--- config.mk ---
export PLATFORM = sky130hd
export DESIGN_NAME = alu_writeback_stage
export DESIGN_NICKNAME = d
export VERILOG_FILES = /design/src/rtl/alu_pkg.sv /design/src/rtl/cond_check.sv /design/src/rtl/alu_writeback_stage.sv
export SDC_FILE = /design/constraint.sdc
export NUM_CORES = 1
export LEC_CHECK = 0
export CAP_MARGIN = 0
export CORE_MARGIN = 3
export CORE_UTILIZATION = 47
export CTS_CLUSTER_DIAMETER = 120
export DETAILED_ROUTE_END_ITERATION = 8
export MAX_ROUTING_LAYER = met4
export PLACE_DENSITY = 0.86
export SYNTH_ARGS = -nofsm -noshare
export SYNTH_HDL_FRONTEND = slang
export SYNTH_SLANG_ARGS = --single-unit
--- constraint.sdc ---
create_clock -name clk -period 5.8 [get_ports clk]
set_clock_uncertainty 0.05 [all_clocks]
set_input_delay 1.16 -clock clk [delete_from_list [all_inputs] [get_ports clk]]
set_output_delay 1.16 -clock clk [all_outputs]
set_load 0.05 [all_outputs]
--- src/rtl/alu_pkg.sv ---
// Shared ALU definitions: opcodes, condition codes, NZCV bit positions and the
// writeback stage FSM state type.
package alu_pkg;

  localparam logic [3:0] OP_ADD  = 4'b0000;
  localparam logic [3:0] OP_SUB  = 4'b0001;
  localparam logic [3:0] OP_MUL  = 4'b0010;
  localparam logic [3:0] OP_OR   = 4'b0011;
  localparam logic [3:0] OP_AND  = 4'b0100;
  localparam logic [3:0] OP_XOR  = 4'b0101;
  localparam logic [3:0] OP_MOVN = 4'b0110;
  localparam logic [3:0] OP_MOV  = 4'b0111;
  localparam logic [3:0] OP_LSR  = 4'b1000;
  localparam logic [3:0] OP_LSL  = 4'b1001;
  localparam logic [3:0] OP_ROR  = 4'b1010;
  localparam logic [3:0] OP_ADR  = 4'b1011;
  localparam logic [3:0] OP_CMP  = 4'b1100;
  localparam logic [3:0] OP_LDR  = 4'b1101;
  localparam logic [3:0] OP_STR  = 4'b1110;
  localparam logic [3:0] OP_NOP  = 4'b1111;

  localparam logic [3:0] COND_AL = 4'b0000;
  localparam logic [3:0] COND_EQ = 4'b0001;
  localparam logic [3:0] COND_NE = 4'b0010;
  localparam logic [3:0] COND_MI = 4'b0011;
  localparam logic [3:0] COND_PL = 4'b0100;
  localparam logic [3:0] COND_CS = 4'b0101;
  localparam logic [3:0] COND_CC = 4'b0110;
  localparam logic [3:0] COND_VS = 4'b0111;
  localparam logic [3:0] COND_VC = 4'b1000;

  localparam int unsigned FLAG_N = 3;
  localparam int unsigned FLAG_Z = 2;
  localparam int unsigned FLAG_C = 1;
  localparam int unsigned FLAG_V = 0;

  typedef enum logic [1:0] {
    IDLE   = 2'd0,
    MEM_RD = 2'd1,
    MEM_WR = 2'd2
  } wb_state_e;

  // Opcodes that write their ALU result straight to the register file.
  function automatic logic is_alu_write(logic [3:0] op);
    return (op <= OP_ADR);
  endfunction

endpackage

--- src/rtl/cond_check.sv ---
// Combinational condition-code evaluator against an NZCV flag vector.
module cond_check
  import alu_pkg::*;
(
  input  logic [3:0] flags_i,
  input  logic [3:0] cond_i,
  output logic       pass_o
);

  always_comb begin
    pass_o = 1'b0;
    case (cond_i)
      COND_AL: pass_o = 1'b1;
      COND_EQ: pass_o = flags_i[FLAG_Z];
      COND_NE: pass_o = ~flags_i[FLAG_Z];
      COND_MI: pass_o = flags_i[FLAG_N];
      COND_PL: pass_o = ~flags_i[FLAG_N];
      COND_CS: pass_o = flags_i[FLAG_C];
      COND_CC: pass_o = ~flags_i[FLAG_C];
      COND_VS: pass_o = flags_i[FLAG_V];
      COND_VC: pass_o = ~flags_i[FLAG_V];
      default: pass_o = 1'b0;
    endcase
  end

endmodule

--- src/rtl/alu_writeback_stage.sv ---
// Retire stage after the ALU: owns NZCV, commits register writes and sequences
// single-outstanding LDR/STR memory requests.
module alu_writeback_stage
  import alu_pkg::*;
#(
  parameter int unsigned DATA_W = 32,
  parameter int unsigned RF_AW  = 4
) (
  input  logic              clk,
  input  logic              rst_n,
  input  logic              in_valid,
  output logic              in_ready,
  input  logic [DATA_W-1:0] in_result,
  input  logic [3:0]        in_new_flag,
  input  logic [3:0]        in_opcode,
  input  logic [3:0]        in_cond,
  input  logic              in_s,
  input  logic [RF_AW-1:0]  in_rd,
  input  logic [DATA_W-1:0] in_store_data,
  output logic [3:0]        flag_out,
  output logic              rf_we,
  output logic [RF_AW-1:0]  rf_waddr,
  output logic [DATA_W-1:0] rf_wdata,
  output logic              mem_req,
  output logic              mem_we,
  output logic [DATA_W-1:0] mem_addr,
  output logic [DATA_W-1:0] mem_wdata,
  input  logic              mem_ack,
  input  logic [DATA_W-1:0] mem_rdata,
  output logic [31:0]       retire_count
);

  wb_state_e         state_q, state_d;
  logic [3:0]        flag_q, flag_d;
  logic              rf_we_q, rf_we_d;
  logic [RF_AW-1:0]  rf_waddr_q, rf_waddr_d;
  logic [DATA_W-1:0] rf_wdata_q, rf_wdata_d;
  logic              mem_req_q, mem_req_d;
  logic              mem_we_q, mem_we_d;
  logic [DATA_W-1:0] mem_addr_q, mem_addr_d;
  logic [DATA_W-1:0] mem_wdata_q, mem_wdata_d;
  logic [RF_AW-1:0]  ld_rd_q, ld_rd_d;
  logic [31:0]       retire_count_q, retire_count_d;
  logic              cond_pass;
  logic              accept;

  cond_check u_cond_check (
    .flags_i (flag_q),
    .cond_i  (in_cond),
    .pass_o  (cond_pass)
  );

  assign in_ready = (state_q == IDLE);
  assign accept   = in_valid & in_ready;

  always_comb begin
    state_d        = state_q;
    flag_d         = flag_q;
    rf_we_d        = 1'b0;
    rf_waddr_d     = rf_waddr_q;
    rf_wdata_d     = rf_wdata_q;
    mem_req_d      = mem_req_q;
    mem_we_d       = mem_we_q;
    mem_addr_d     = mem_addr_q;
    mem_wdata_d    = mem_wdata_q;
    ld_rd_d        = ld_rd_q;
    retire_count_d = retire_count_q;

    unique case (state_q)
      IDLE: begin
        if (accept) begin
          retire_count_d = retire_count_q + 32'd1;
          if (cond_pass) begin
            if (is_alu_write(in_opcode)) begin
              rf_we_d    = 1'b1;
              rf_waddr_d = in_rd;
              rf_wdata_d = in_result;
              if (in_s) flag_d = in_new_flag;
            end else if (in_opcode == OP_CMP) begin
              flag_d = in_new_flag;
            end else if (in_opcode == OP_LDR) begin
              state_d    = MEM_RD;
              mem_req_d  = 1'b1;
              mem_we_d   = 1'b0;
              mem_addr_d = in_result;
              ld_rd_d    = in_rd;
            end else if (in_opcode == OP_STR) begin
              state_d     = MEM_WR;
              mem_req_d   = 1'b1;
              mem_we_d    = 1'b1;
              mem_addr_d  = in_result;
              mem_wdata_d = in_store_data;
            end
          end
        end
      end
      MEM_RD: begin
        if (mem_ack) begin
          state_d    = IDLE;
          mem_req_d  = 1'b0;
          rf_we_d    = 1'b1;
          rf_waddr_d = ld_rd_q;
          rf_wdata_d = mem_rdata;
        end
      end
      MEM_WR: begin
        if (mem_ack) begin
          state_d   = IDLE;
          mem_req_d = 1'b0;
        end
      end
      default: begin
        state_d   = IDLE;
        mem_req_d = 1'b0;
      end
    endcase
  end

  always_ff @(posedge clk or negedge rst_n) begin
    if (!rst_n) begin
      state_q        <= IDLE;
      flag_q         <= '0;
      rf_we_q        <= 1'b0;
      rf_waddr_q     <= '0;
      rf_wdata_q     <= '0;
      mem_req_q      <= 1'b0;
      mem_we_q       <= 1'b0;
      mem_addr_q     <= '0;
      mem_wdata_q    <= '0;
      ld_rd_q        <= '0;
      retire_count_q <= '0;
    end else begin
      state_q        <= state_d;
      flag_q         <= flag_d;
      rf_we_q        <= rf_we_d;
      rf_waddr_q     <= rf_waddr_d;
      rf_wdata_q     <= rf_wdata_d;
      mem_req_q      <= mem_req_d;
      mem_we_q       <= mem_we_d;
      mem_addr_q     <= mem_addr_d;
      mem_wdata_q    <= mem_wdata_d;
      ld_rd_q        <= ld_rd_d;
      retire_count_q <= retire_count_d;
    end
  end

  assign flag_out     = flag_q;
  assign rf_we        = rf_we_q;
  assign rf_waddr     = rf_waddr_q;
  assign rf_wdata     = rf_wdata_q;
  assign mem_req      = mem_req_q;
  assign mem_we       = mem_we_q;
  assign mem_addr     = mem_addr_q;
  assign mem_wdata    = mem_wdata_q;
  assign retire_count = retire_count_q;

endmodule

== After elaboration in Yosys (flattened, before gate mapping) ==
Index checks and enable logic that the tools add are counted.

* Input bits: 117
* Word-level logic and storage cells: 94
* Register bits after elaboration: 145
* Output and inout bits: 140

* $add $sub $neg: 1
* Equality and inequality tests: 22
* Mux-type cells: 38
* $lt $le $gt $ge: 1
* Bitwise logic cells: 8
* Reductions and logical operators: 13

{| class="wikitable"
|+ Operator list
! cell !! number
|-
| $mux 32 || 6
|-
| $pmux 32 s2 || 1
|-
| $add 32x1->32 const B || 1
|-
| $mux 4 || 7
|-
| $reduce_and 6->1 || 3
|-
| $eq 4x3->1 const B || 4
|-
| $eq 4x4->1 const B || 4
|-
| $mux 2 || 7
|-
| $mux 1 || 12
|-
| $reduce_and 5->1 || 2
|-
| $pmux 1 s9 || 1
|-
| $eq 4x2->1 const B || 2
|-
| $ne 2x1->1 const B || 4
|-
| $ne 2x2->1 const B || 4
|-
| $pmux 4 s2 || 1
|-
| $not 1->1 || 7
|-
| $reduce_and 7->1 || 1
|-
| $reduce_bool 2->1 || 3
|-
| $eq 4x1->1 const B || 1
|-
| $le 4x4->1 const B || 1
|-
| $logic_not 4->1 || 1
|-
| $pmux 1 s2 || 2
|-
| $pmux 2 s2 || 1
|-
| $ne 3x1->1 const B || 1
|-
| other kinds (6) || 6
|}

== Depth between registers and ports, before layout ==
* Depth after elaboration: 8
* Depth in mapped cells: 10
* Mapped depth without buffers: 7

== Modules after synthesis ==
From an unflattened synthesis, not the netlist that was laid out.

* Cell total of the unflattened synthesis: 439
* Area total of the unflattened synthesis: 6,344.8 um2

{| class="wikitable"
|+ Modules (own cells, without submodules)
! module !! seq. area each (um2) !! cells each !! instances !! area an instance (um2)
|-
| alu_writeback_stage || 3,628.5 || 431 || 1 || 6,269.8
|-
| cond_check || 0.0 || 8 || 1 || 75.1
|}

== Worst setup path after synthesis ==
Ideal clock, no wire load.

* Kind: input-to-reg
* Start point: input port in_cond[0]
* End point: register mem_wdata_q[0] (netlist: mem_wdata[0])
* Path slack: 2.769 ns
* Required time: 5.625 ns
* Buffers on the path: 2
* Library setup time: 0.125 ns
* Arrival time: 2.856 ns
* Stages on the path: 7
* Path through: or2_1 > a211oi_2 > o21ai_2 > or4_4 > buf_6 > buf_6 > mux2_4

* Word-level cells in the longest chain between the ends: 3
* Elaborated cells between the ends (all ways): 11
* Those cells by class: eq/ne (8); mux (1); reduce/logical (2)

{| class="wikitable"
|+ Ends and longest elaborated chain
! item !! RTL line !! RTL
|-
| from (decl) || alu_writeback_stage.sv:16 || <nowiki>input logic [3:0] in_cond,</nowiki>
|-
| $eq 4x4->1 (tied with other cells) || cond_check.sv:12 || <nowiki>case (cond_i)</nowiki>
|-
| $pmux 1 s9 * || cond_check.sv:12 ||
|-
| $reduce_and 7->1 (no source line) * || n/a ||
|-
| to (signal assigned) || alu_writeback_stage.sv:141 || <nowiki>mem_wdata_q <= mem_wdata_d;</nowiki>
|-
| to (decl) || alu_writeback_stage.sv:41 || <nowiki>logic [DATA_W-1:0] mem_wdata_q, mem_wdata_d;</nowiki>
|}

Every way passes the cells marked *; elsewhere a longest branch is shown, timed or not.
A chain may end at the register's enable or synchronous reset.

== Worst setup path in the final report ==
* Start point: input port in_cond[2]
* End point: register rf_waddr_q[3] (netlist: rf_waddr[3])

* Word-level cells in the longest chain between the ends: 4
* Elaborated cells between the ends (all ways): 12
* Those cells by class: eq/ne (9); mux (1); reduce/logical (2)

{| class="wikitable"
|+ Ends and longest elaborated chain
! item !! RTL line !! RTL
|-
| $eq 4x4->1 (tied with other cells) || cond_check.sv:12 ||
|-
| $pmux 1 s9 * || cond_check.sv:12 ||
|-
| $ne 2x1->1 (no source line) * || n/a ||
|-
| $reduce_and 5->1 (no source line) * || n/a ||
|-
| to (signal assigned) || alu_writeback_stage.sv:136 || <nowiki>rf_waddr_q <= rf_waddr_d;</nowiki>
|-
| to (decl) || alu_writeback_stage.sv:36 || <nowiki>logic [RF_AW-1:0] rf_waddr_q, rf_waddr_d;</nowiki>
|}

Marked as above.

==> flow_summary.toml <==
[global_routing]
grt_max_degree = 109
grt_pass1_wl_mm = 26.3
antenna_found_initial = 0
track_usage = 0.239
overflow = 0
grt_pass1_vias = 5078

[placement]
portBuffers = 256
dpl_cell_area_um2 = 9060
dp_hpwl_mm = 12.3
gp_congestion = 0.875

[floorplan]
ios = 257
die_area_um2 = 15000
fp.dieW_um = 122
dieHeight_um = 122
num_rows = 41
core_um2 = 12900
initial_core_util = 0.493

[worst_setup_path]
reg2reg_depth = 7
crit_arrival_ns = 3.83
cp_slowest_stage_delay_ns = 0.89
critPathCaptureType = "flop"
cp_num_buf_inv = 1
crit_family = "compound AO/OA/AOI/OAI gates"
cp_max_fo = 36
crit_chain = "clkdlybuf4s50_1, o31a_1, a31oi_1, nand4_1, o22ai_4, mux2_2"
r2r_start = "state_q[1]"
worst-setup-path-type = "in -> reg"
cp.depth = 6
crit_slowest_cell = "o22ai_4"
r2r-end = "rf_waddr[3]"
crit_end = "rf_waddr[3]"
r2r_slack_ns = 2.38
start_kind = "primary input"
startpoint = "in_cond[2]"
critPathRequiredTime_ns = 6.04

[final_layout]
diodes = 0
n_fill_cell = 846
drive_gt1_frac = 0.262
syn_to_final_growth_pct = 52.2
nNetsFinal = 818
design_area_um2 = 9710

[clock_network]
cts-resized-gates = 0
cts_root_buf = "clkbuf_16"
post_cts_buffers = 0
clk_latency_ns = 0.41
cts_buffers = 17
cts_max_path_buffers = 2
clock-sinks = 145
clkTransAtPathRegs_ns = 0.06
h-tree-depth = 4
hold_buffers = 0
cts_tree = "done"

[worst_hold_path]
hp-class = "reg -> reg"

[power_and_ir_drop]
pwr-share-clk = 0.226
p_sw_mw = 2.21
powerDensity_nw_per_um2 = 543
comb_power_share = 0.477
power_mw = 5.28
p_leak_nw = 4.23
intPower_mw = 3.07
ir_drop_mv = 0.374
seqPwrFrac = 0.297
switching_share = 0.418

[logic_synthesis]
yosysWarnings = 0
syn-instance-count = 442
synth.avg_cell_area_um2 = 14.4
netlist.area_leader.share = 0.569
synth_area_leaders = "dfrtp_1 57%, mux2_2 20%, mux2_4 6.8%"
yosys.area.top_type = "dfrtp_1"
syn-num-nets = 562
ys_types = 38
yosysSeqAreaShare = 0.569
synth-seq-cells = 145
netlist_area_um2 = 6380

[sta]
maxSlewViolCount = 0
setup-tns-final_ns = 0
finalHoldViolCount = 0
post-route-min-period_ns = 3.58
finalSetupViolCount = 0
max_slew_margin = 0.200
min_period_over_period = 0.618
worst_pin_slew_ns = 1.20
fmax_mhz = 279
grt_setup_unrepaired = "no"

[routing]
drcViolationCount = 0
drt_iter0_drc = 213
dr.pass1.iters = 4
via_per_inst = 5.22
route.detailed.wl_per_inst_um = 19.3
vias = 4612
final_antenna_net_count = 0
wl_mm = 17.1

[run_status]
status = "finished clean"

[run]
maxCapViolations = 0
==> worst reg2reg max path: cells and delay by family (launching register included) <==
family	cells	cell delay (ns)
simple gates	2	0.43
mux	1	0.47
fa+ha+maj	1	0.82
buf+inv	1	0.09
flops	1	0.40
compound gates	2	1.04
==> cell usage after synthesis <==
cell type / count
nand2_1: 24
xnor2_1: 27
nor2_1: 3
and2_1: 3
a21bo_2: 1
mux2_4: 29
nand4_1: 8
inv_1: 4
mux2_2: 116
and4_1: 8
nand3b_1: 1
nand2b_1: 2
or4_4: 1
ha_1: 3
o31a_1: 2
nand3_1: 8
or3_1: 2
a21oi_1: 2
nor3_1: 2
mux2i_1: 1
buf_2: 7
o22ai_2: 1
or2_2: 1
or2_1: 1
and3_1: 7
o21ai_2: 1
clkbuf_1: 10
nor2b_1: 3
a31oi_1: 1
inv_2: 1
xor2_1: 4
buf_6: 4
a211oi_2: 1
o311ai_0: 1
o21ai_0: 2
dfrtp_1: 145
o41ai_2: 1
o211ai_1: 4
==> area by class of cell <==
type	instances	area, um2	share of cell area
tap	172	215	0.0222
timing repair buffer	258	2580	0.266
multi-input combinational	271	2620	0.270
inverter	5	18.8	0.00193
clock buffer	22	464	0.0478
clock inverter	10	181	0.0187
sequential	145	3630	0.374
==> layout by cell type, fill, tap and decap left out, types with 3 or more instances in the layout <==
cell and n:
dfrtp_1 145, o211ai_1 4, nand2_1 24, clkdlybuf4s50_1 255, and2_1 3, and3_1 7
mux2_2 116, clkbuf_1 3, mux2_4 29, bufinv_16 5, nor2_1 3, nor2b_1 3
clkbuf_16 17, nand4_1 8, inv_1 4, clkinv_2 3, and4_1 8, xnor2_1 27
nand3_1 8, xor2_1 4
==> power by group through the flow <==
stage          clock, mW  combinational [mW]  sequential [mW]
2_1_floorplan          0               0.438             2.71
3_3_place_gp           0                2.49             1.55
3_5_place_dp           0                2.52             1.57
4_1_cts             1.22                2.54             1.56
5_1_grt             1.26                2.61             1.61
6_report            1.19                2.52             1.56
==> worst min path at each step <==
stage	from	to	slack, ns	cells past startpoint
floorplan	ld_rd_q[0]	ld_rd_q[0]	0.42	1
global placement	retire_count[31]	retire_count[31]	0.41	1
detailed placement	retire_count[31]	retire_count[31]	0.41	1
CTS	retire_count[31]	retire_count[31]	0.42	1
global route	retire_count[31]	retire_count[31]	0.44	1
finish	retire_count[31]	retire_count[31]	0.42	1
==> through the flow <==
| stage | std cells | setup WS [ns] | util | hold slack (ns) |
|---|---|---|---|---|
| finish | 883 | 2.22 | 0.751 | 0.419 |
| global route | 883 | 2.13 | 0.751 | 0.443 |
| CTS | 883 | 2.24 | 0.751 | 0.424 |
| detailed placement | 851 | 1.78 | 0.701 | 0.413 |
| global placement | 851 | 1.94 | 0.701 | 0.413 |
| floorplan | 442 | 2.77 | - | 0.425 |
==> routing by layer <==
layer  global-route usage  routed length [um]  up-vias
met5                    -                   0        -
met4               0.0784                 285        0
met3               0.0959                1640       22
met2                0.395                8630      198
met1                0.264                6510     2308
li1                     -                   -     2084
==> sequential cells by signal (all words and copies together) (netlist names) <==
| name | count |
|---|---|
| mem_addr | 32 |
| mem_wdata | 32 |
| retire_count | 32 |
| rf_wdata | 32 |
| flag_out | 4 |
| ld_rd_q | 4 |
| rf_waddr | 4 |
| state_q | 2 |
| mem_req | 1 |
| mem_we | 1 |
| rf_we | 1 |
==> cells by family (layout without fill, tap and decap cells) <==
group,Yosys count,count (layout),share of synthesized area
xor gates and xnor gates,31,31,0.0426
AOI/OAI and AO/OA,17,17,0.0224
adders and majority gates,3,3,0.00589
DFF,145,145,0.569
muxes,146,146,0.275
buffers and inverters,26,295,0.0214
and+or+nand+nor,74,74,0.0642
Power figures use the tool's default switching activity.
